$ cat src/rtl/nor_settle_ctrl.sv
// Phase sequencer for a clocked NOR-gate netlist: gate reset, phase apply, settle detect, oscillation fault.
// Optional statistics outputs (max_settle, phase_cnt) are built when NOR_SETTLE_STATS_EN is defined.
//
// state    | meaning
// ---------+--------------------------------------------------------------
// S_NRST   | gate reset held low for RST_CYCLES after rst_n releases
// S_IDLE   | netlist quiet, waiting for tick_req
// S_APPLY  | one cycle: new phase inputs strobed into the netlist
// S_SETTLE | evaluation running, watching for QUIET_CYCLES quiet cycles
// S_FAULT  | netlist never settled within MAX_CYCLES; held until rst_n
module nor_settle_ctrl #(
  parameter int RST_CYCLES   = 4,
  parameter int QUIET_CYCLES = 3,
  parameter int MAX_CYCLES   = 200
) (
  input  logic       clk,
  input  logic       rst_n,
  input  logic       tick_req,
  input  logic       net_changed,
  output logic       net_rst_n,
  output logic       eval_en,
  output logic       phase_strobe,
  output logic       busy,
  output logic       settled,
  output logic [7:0] settle_cnt,
  output logic       fault
`ifdef NOR_SETTLE_STATS_EN
  ,
  output logic [7:0]  max_settle,
  output logic [15:0] phase_cnt
`endif
);

  localparam logic [2:0] S_NRST   = 3'd0;
  localparam logic [2:0] S_IDLE   = 3'd1;
  localparam logic [2:0] S_APPLY  = 3'd2;
  localparam logic [2:0] S_SETTLE = 3'd3;
  localparam logic [2:0] S_FAULT  = 3'd4;

  localparam logic [7:0] RST_LAST  = 8'(RST_CYCLES - 1);
  localparam logic [3:0] QUIET_HIT = 4'(QUIET_CYCLES);
  localparam logic [7:0] MAX_HIT   = 8'(MAX_CYCLES);

  logic [2:0] state;
  logic [7:0] rst_cnt;
  logic [7:0] eval_cnt;
  logic [3:0] quiet_cnt;

  always_ff @(posedge clk) begin
    if (!rst_n) begin
      state        <= S_NRST;
      rst_cnt      <= 8'd0;
      eval_cnt     <= 8'd0;
      quiet_cnt    <= 4'd0;
      net_rst_n    <= 1'b0;
      eval_en      <= 1'b0;
      phase_strobe <= 1'b0;
      busy         <= 1'b0;
      settled      <= 1'b0;
      settle_cnt   <= 8'd0;
      fault        <= 1'b0;
`ifdef NOR_SETTLE_STATS_EN
      max_settle   <= 8'd0;
      phase_cnt    <= 16'd0;
`endif
    end else begin
      phase_strobe <= 1'b0;
      settled      <= 1'b0;
      case (state)
        S_NRST: begin
          if (rst_cnt == RST_LAST) begin
            state     <= S_IDLE;
            net_rst_n <= 1'b1;
            rst_cnt   <= 8'd0;
          end else begin
            rst_cnt <= rst_cnt + 8'd1;
          end
        end
        S_IDLE: begin
          if (tick_req) begin
            state        <= S_APPLY;
            phase_strobe <= 1'b1;
            busy         <= 1'b1;
            eval_cnt     <= 8'd0;
            quiet_cnt    <= 4'd0;
          end
        end
        S_APPLY: begin
          state     <= S_SETTLE;
          eval_en   <= 1'b1;
          eval_cnt  <= 8'd0;
          quiet_cnt <= 4'd0;
        end
        S_SETTLE: begin
          // settle is checked first so a quiet window ending exactly at the limit still counts
          if (quiet_cnt == QUIET_HIT) begin
            state      <= S_IDLE;
            settled    <= 1'b1;
            settle_cnt <= eval_cnt;
            busy       <= 1'b0;
            eval_en    <= 1'b0;
`ifdef NOR_SETTLE_STATS_EN
            if (eval_cnt > max_settle) max_settle <= eval_cnt;
            phase_cnt <= phase_cnt + 16'd1;
`endif
          end else if (eval_cnt == MAX_HIT) begin
            state      <= S_FAULT;
            fault      <= 1'b1;
            settle_cnt <= MAX_HIT;
            busy       <= 1'b0;
            eval_en    <= 1'b0;
          end else begin
            if (eval_cnt != 8'hFF) eval_cnt <= eval_cnt + 8'd1;
            quiet_cnt <= net_changed ? 4'd0 : quiet_cnt + 4'd1;
          end
        end
        S_FAULT: state <= S_FAULT;
        default: begin
          state     <= S_NRST;
          net_rst_n <= 1'b0;
        end
      endcase
    end
  end

endmodule

$ cat config.mk
export PLATFORM = sky130hd
export DESIGN_NAME = nor_settle_ctrl
export DESIGN_NICKNAME = d
export VERILOG_FILES = /design/src/rtl/nor_settle_ctrl.sv
export SDC_FILE = /design/constraint.sdc
export NUM_CORES = 1
export LEC_CHECK = 0
export ABC_CLOCK_PERIOD_IN_PS = 2150
export CAP_MARGIN = 30
export CELL_PAD_IN_SITES_DETAIL_PLACEMENT = 2
export CELL_PAD_IN_SITES_GLOBAL_PLACEMENT = 2
export CORE_UTILIZATION = 34
export CTS_CLUSTER_DIAMETER = 30
export CTS_CLUSTER_SIZE = 16
export DETAILED_ROUTE_END_ITERATION = 8
export GPL_ROUTABILITY_DRIVEN = 0
export PLACE_DENSITY_LB_ADDON = 0.2
export SYNTH_ARGS = -nofsm -noshare
export SYNTH_HDL_FRONTEND = slang
export SYNTH_SLANG_ARGS = --single-unit
$ cat constraint.sdc
create_clock -name clk -period 2.15 [get_ports clk]
set_input_delay 0.3225 -clock clk [delete_from_list [all_inputs] [get_ports clk]]
set_output_delay 0.3225 -clock clk [all_outputs]
set_load 0.03 [all_outputs]
==> impl_metrics.env <==
export IMPL_status="finished clean"
export IMPL_worstPathRequired_ns=2.33
export IMPL_route_detailed_wl_per_inst_um=18.9
export IMPL_p_sw_uw=457
export IMPL_routed_via_density=5.61
export IMPL_synth_area_per_cell_sq_um=8.89
export IMPL_gr_usage_met1_pct=27.9
export IMPL_fin_util_pct=44.9
export IMPL_final_common_cell="dfxtp_1"
export IMPL_p_int_mw=1.13
export IMPL_hpwlAfterDp_mm=3.82
export IMPL_synth_top_family_by_area="simple AND/OR/NAND/NOR gates"
export IMPL_grt_overflow=0
export IMPL_grt_max_degree=13
export IMPL_ir_worst_vdd_v=0.000328
export IMPL_yosys_warnings=0
export IMPL_final_cell_mix="dfxtp_1 (37), nor2_1 (26), clkdlybuf4s50_1 (17), a21oi_1 (15), buf_4 (14)"
export IMPL_dp_slack_ns=0.0452
export IMPL_syn_area_sq_um=1720
export IMPL_setup_viol=0
export IMPL_clk_pin_slew_ns=0.07
export IMPL_portBuffers=17
export IMPL_cts_hold_buffers=0
export IMPL_fmax_ghz=0.499
export IMPL_detail_route_iter0_violations=82
export IMPL_path_class="flip-flop to flip-flop"
export IMPL_synth_compound_area_share_pct=18.6
export IMPL_finalHoldViolations=0
export IMPL_die_y_um=73.0
export IMPL_comb_power_share_pct=16.7
export IMPL_gr_usage_met2_pct=38.3
export IMPL_core_area_sq_um=4790
export IMPL_synthToLayoutAreaGrowth_pct=25.4
export IMPL_syn_inst=193
export IMPL_fin_crit_sh_pct=93.2
export IMPL_clock_root_buffer="clkbuf_8"
export IMPL_power_density_nw_per_um2=737
export IMPL_io_pins=18
export IMPL_synth_simple_area_share_pct=25.5
export IMPL_rsz0062_at_grt="no"
export IMPL_critPathArrivalTime_ns=2.19
export IMPL_fin_setup_tns_ns=0
export IMPL_grtUsageTotal_pct=22.0
export IMPL_cts_tree="done"
export IMPL_cp_max_fo=8
export IMPL_htreeDepth=2
export IMPL_num_rows=25
export IMPL_grt_pass1_wl_mm=8.83
export IMPL_hp_class="flip-flop to flip-flop"
export IMPL_synth_cell_types=44
export IMPL_fin_crit_ns=2.00
export IMPL_dieArea_sq_um=5330
export IMPL_hold_slack_ns=0.473
export IMPL_yosysSeqAreaShare_pct=43.2
export IMPL_p_leak_nw=0.836
export IMPL_grt_use_met3_pct=3.87
export IMPL_pwr_share_clk_pct=34.1
export IMPL_synthMuxAreaShare_pct=2.33
export IMPL_synth_seq_cells=37
export IMPL_grt_pass1_vias=1724
export IMPL_synth_adder_area_share_pct=2.92
export IMPL_layout_drive_gt1_share_pct=15.6
export IMPL_antenna_found_initial=0
export IMPL_busiest_layer="met2"
export IMPL_endpoint_kind="flip-flop"
export IMPL_fin_ws_ns=0.147
export IMPL_finalWirelength_mm=5.51
export IMPL_seqPwrFrac_pct=49.2
export IMPL_cts_buffers=5
export IMPL_synth_top_area_cell="dfxtp_1"
export IMPL_cp_start_kind="flip-flop"
export IMPL_finalNetCount=231
export IMPL_clock_skew_ns=0.00725
export IMPL_clk_latency_ns=0.29
export IMPL_ant_nets=0
export IMPL_relSlewSlack_pct=58.4
export IMPL_synth_fp_nets=201
export IMPL_switching_share_pct=28.8
export IMPL_diodes=0
export IMPL_synth_top_area_share_pct=43.2
export IMPL_initial_core_util_pct=35.8
export IMPL_firstDrtPassIters=4
export IMPL_drv_slew=0
export IMPL_vias=1632
export IMPL_clk_path_buf_depth=2
export IMPL_die_w_um=73.0
export IMPL_synth_xor_area_share_pct=3.57
export IMPL_drc=0
export IMPL_synthTopCellsByArea="dfxtp_1 (43%), nor2_1 (5.7%), a21oi_1 (4.4%)"
export IMPL_worstMarginPinSlew_ns=0.616
export IMPL_maxCapViolCount=0
export IMPL_numClockSinks=37
layer usage:
| metal | wire length, um | vias to the layer above |
|---|---|---|
| met5 | 0 | - |
| met4 | 97 | 0 |
| met3 | 182 | 10 |
| met2 | 2730 | 29 |
| met1 | 2500 | 824 |
| li1 | - | 769 |
stage by stage:
step | cells | area (sq um) | power (mW)
3_5_place_dp | 281 | 2010 | 1.05
2_1_floorplan | 193 | 1720 | 0.962
6_report | 291 | 2150 | 1.59
4_1_cts | 289 | 2120 | 1.60
3_3_place_gp | 281 | 2010 | 1.03
5_1_grt | 291 | 2150 | 1.66
kinds of logic (layout without fill, tap and decap cells):
kind of cell,Yosys count,count (layout)
XOR/XNOR,7,7
AO/OA/AOI/OAI,46,47
adder cells (fa/ha/maj),4,4
flip-flops,37,37
AND/OR/NAND/NOR,82,82
buffers and inverters,13,43
multiplexers,4,4
power groups by stage:
stage / combinational (mW) / sequential, mW / clock, mW
after detailed placement: 0.253 / 0.794 / 0
after CTS: 0.260 / 0.779 / 0.561
after global routing: 0.290 / 0.786 / 0.587
after floorplan: 0.164 / 0.797 / 0
after global placement: 0.241 / 0.790 / 0
final: 0.265 / 0.779 / 0.541
worst max-delay path: stages (launching register included):
cell      delay (ns)
dfxtp_1         0.37
ha_1            0.21
or3b_4          0.43
or2_1           0.39
o211ai_4        0.20
nor2_1          0.09
o211a_1         0.20
cells in the mapped netlist, drive strengths merged:
cell type  number
a21oi          17
and3            4
o22ai           1
nand2          12
o311ai          1
nand4b          2
or4b            1
xor2            6
a31oi           2
a2bb2oi         1
o21ai           9
mux2i           4
and2            2
a211oi          2
nor3b           1
o221a           3
nand3          10
a22o            5
clkbuf          4
xnor2           1
dfxtp          37
nand3b          3
o21a            1
buf             5
o211a           2
inv             4
nor4            1
o41ai           1
nand4           9
or3b            1
nor3            4
ha              4
nor2           27
and3b           1
o211ai          1
nor4b           2
or2             1
nand2b          1
worst paths after layout:
kind	from	endpoint	slack, ns	cells after the start
worst min register to register	busy$_SDFFE_PN0P_	busy$_SDFFE_PN0P_	0.47	1
worst max register to register	quiet_cnt[0]$_SDFFE_PN0P_	eval_cnt[6]$_SDFFE_PN0P_	0.15	6
worst max-delay path	quiet_cnt[0]$_SDFFE_PN0P_	eval_cnt[6]$_SDFFE_PN0P_	0.15	6
worst min-delay path	busy$_SDFFE_PN0P_	busy$_SDFFE_PN0P_	0.47	1
state kept, by name, indices dropped and copies added (netlist names):
| name | count |
|---|---|
| eval_cnt | 8 |
| rst_cnt | 8 |
| settle_cnt | 8 |
| quiet_cnt | 4 |
| state | 3 |
| busy | 1 |
| eval_en | 1 |
| fault | 1 |
| net_rst_n | 1 |
| phase_strobe | 1 |
| settled | 1 |
final cells by class:
| cell class | count | area (sq um) |
|---|---|---|
| clock buffer | 7 | 96.3 |
| clock inverter | 1 | 5.00 |
| fill | 535 | 2640 |
| inverter | 4 | 15.0 |
| multi-input combinational | 144 | 935 |
| sequential | 37 | 741 |
| tap | 67 | 83.8 |
| timing repair buffer | 31 | 275 |
what timing repair did:
action	in CTS	in global routing
cloned	0	1
resized for setup	1	1
endpoints found under the setup margin	2	5
setup buffers	0	1
No activity file was read; power rests on OpenSTA's default activity.
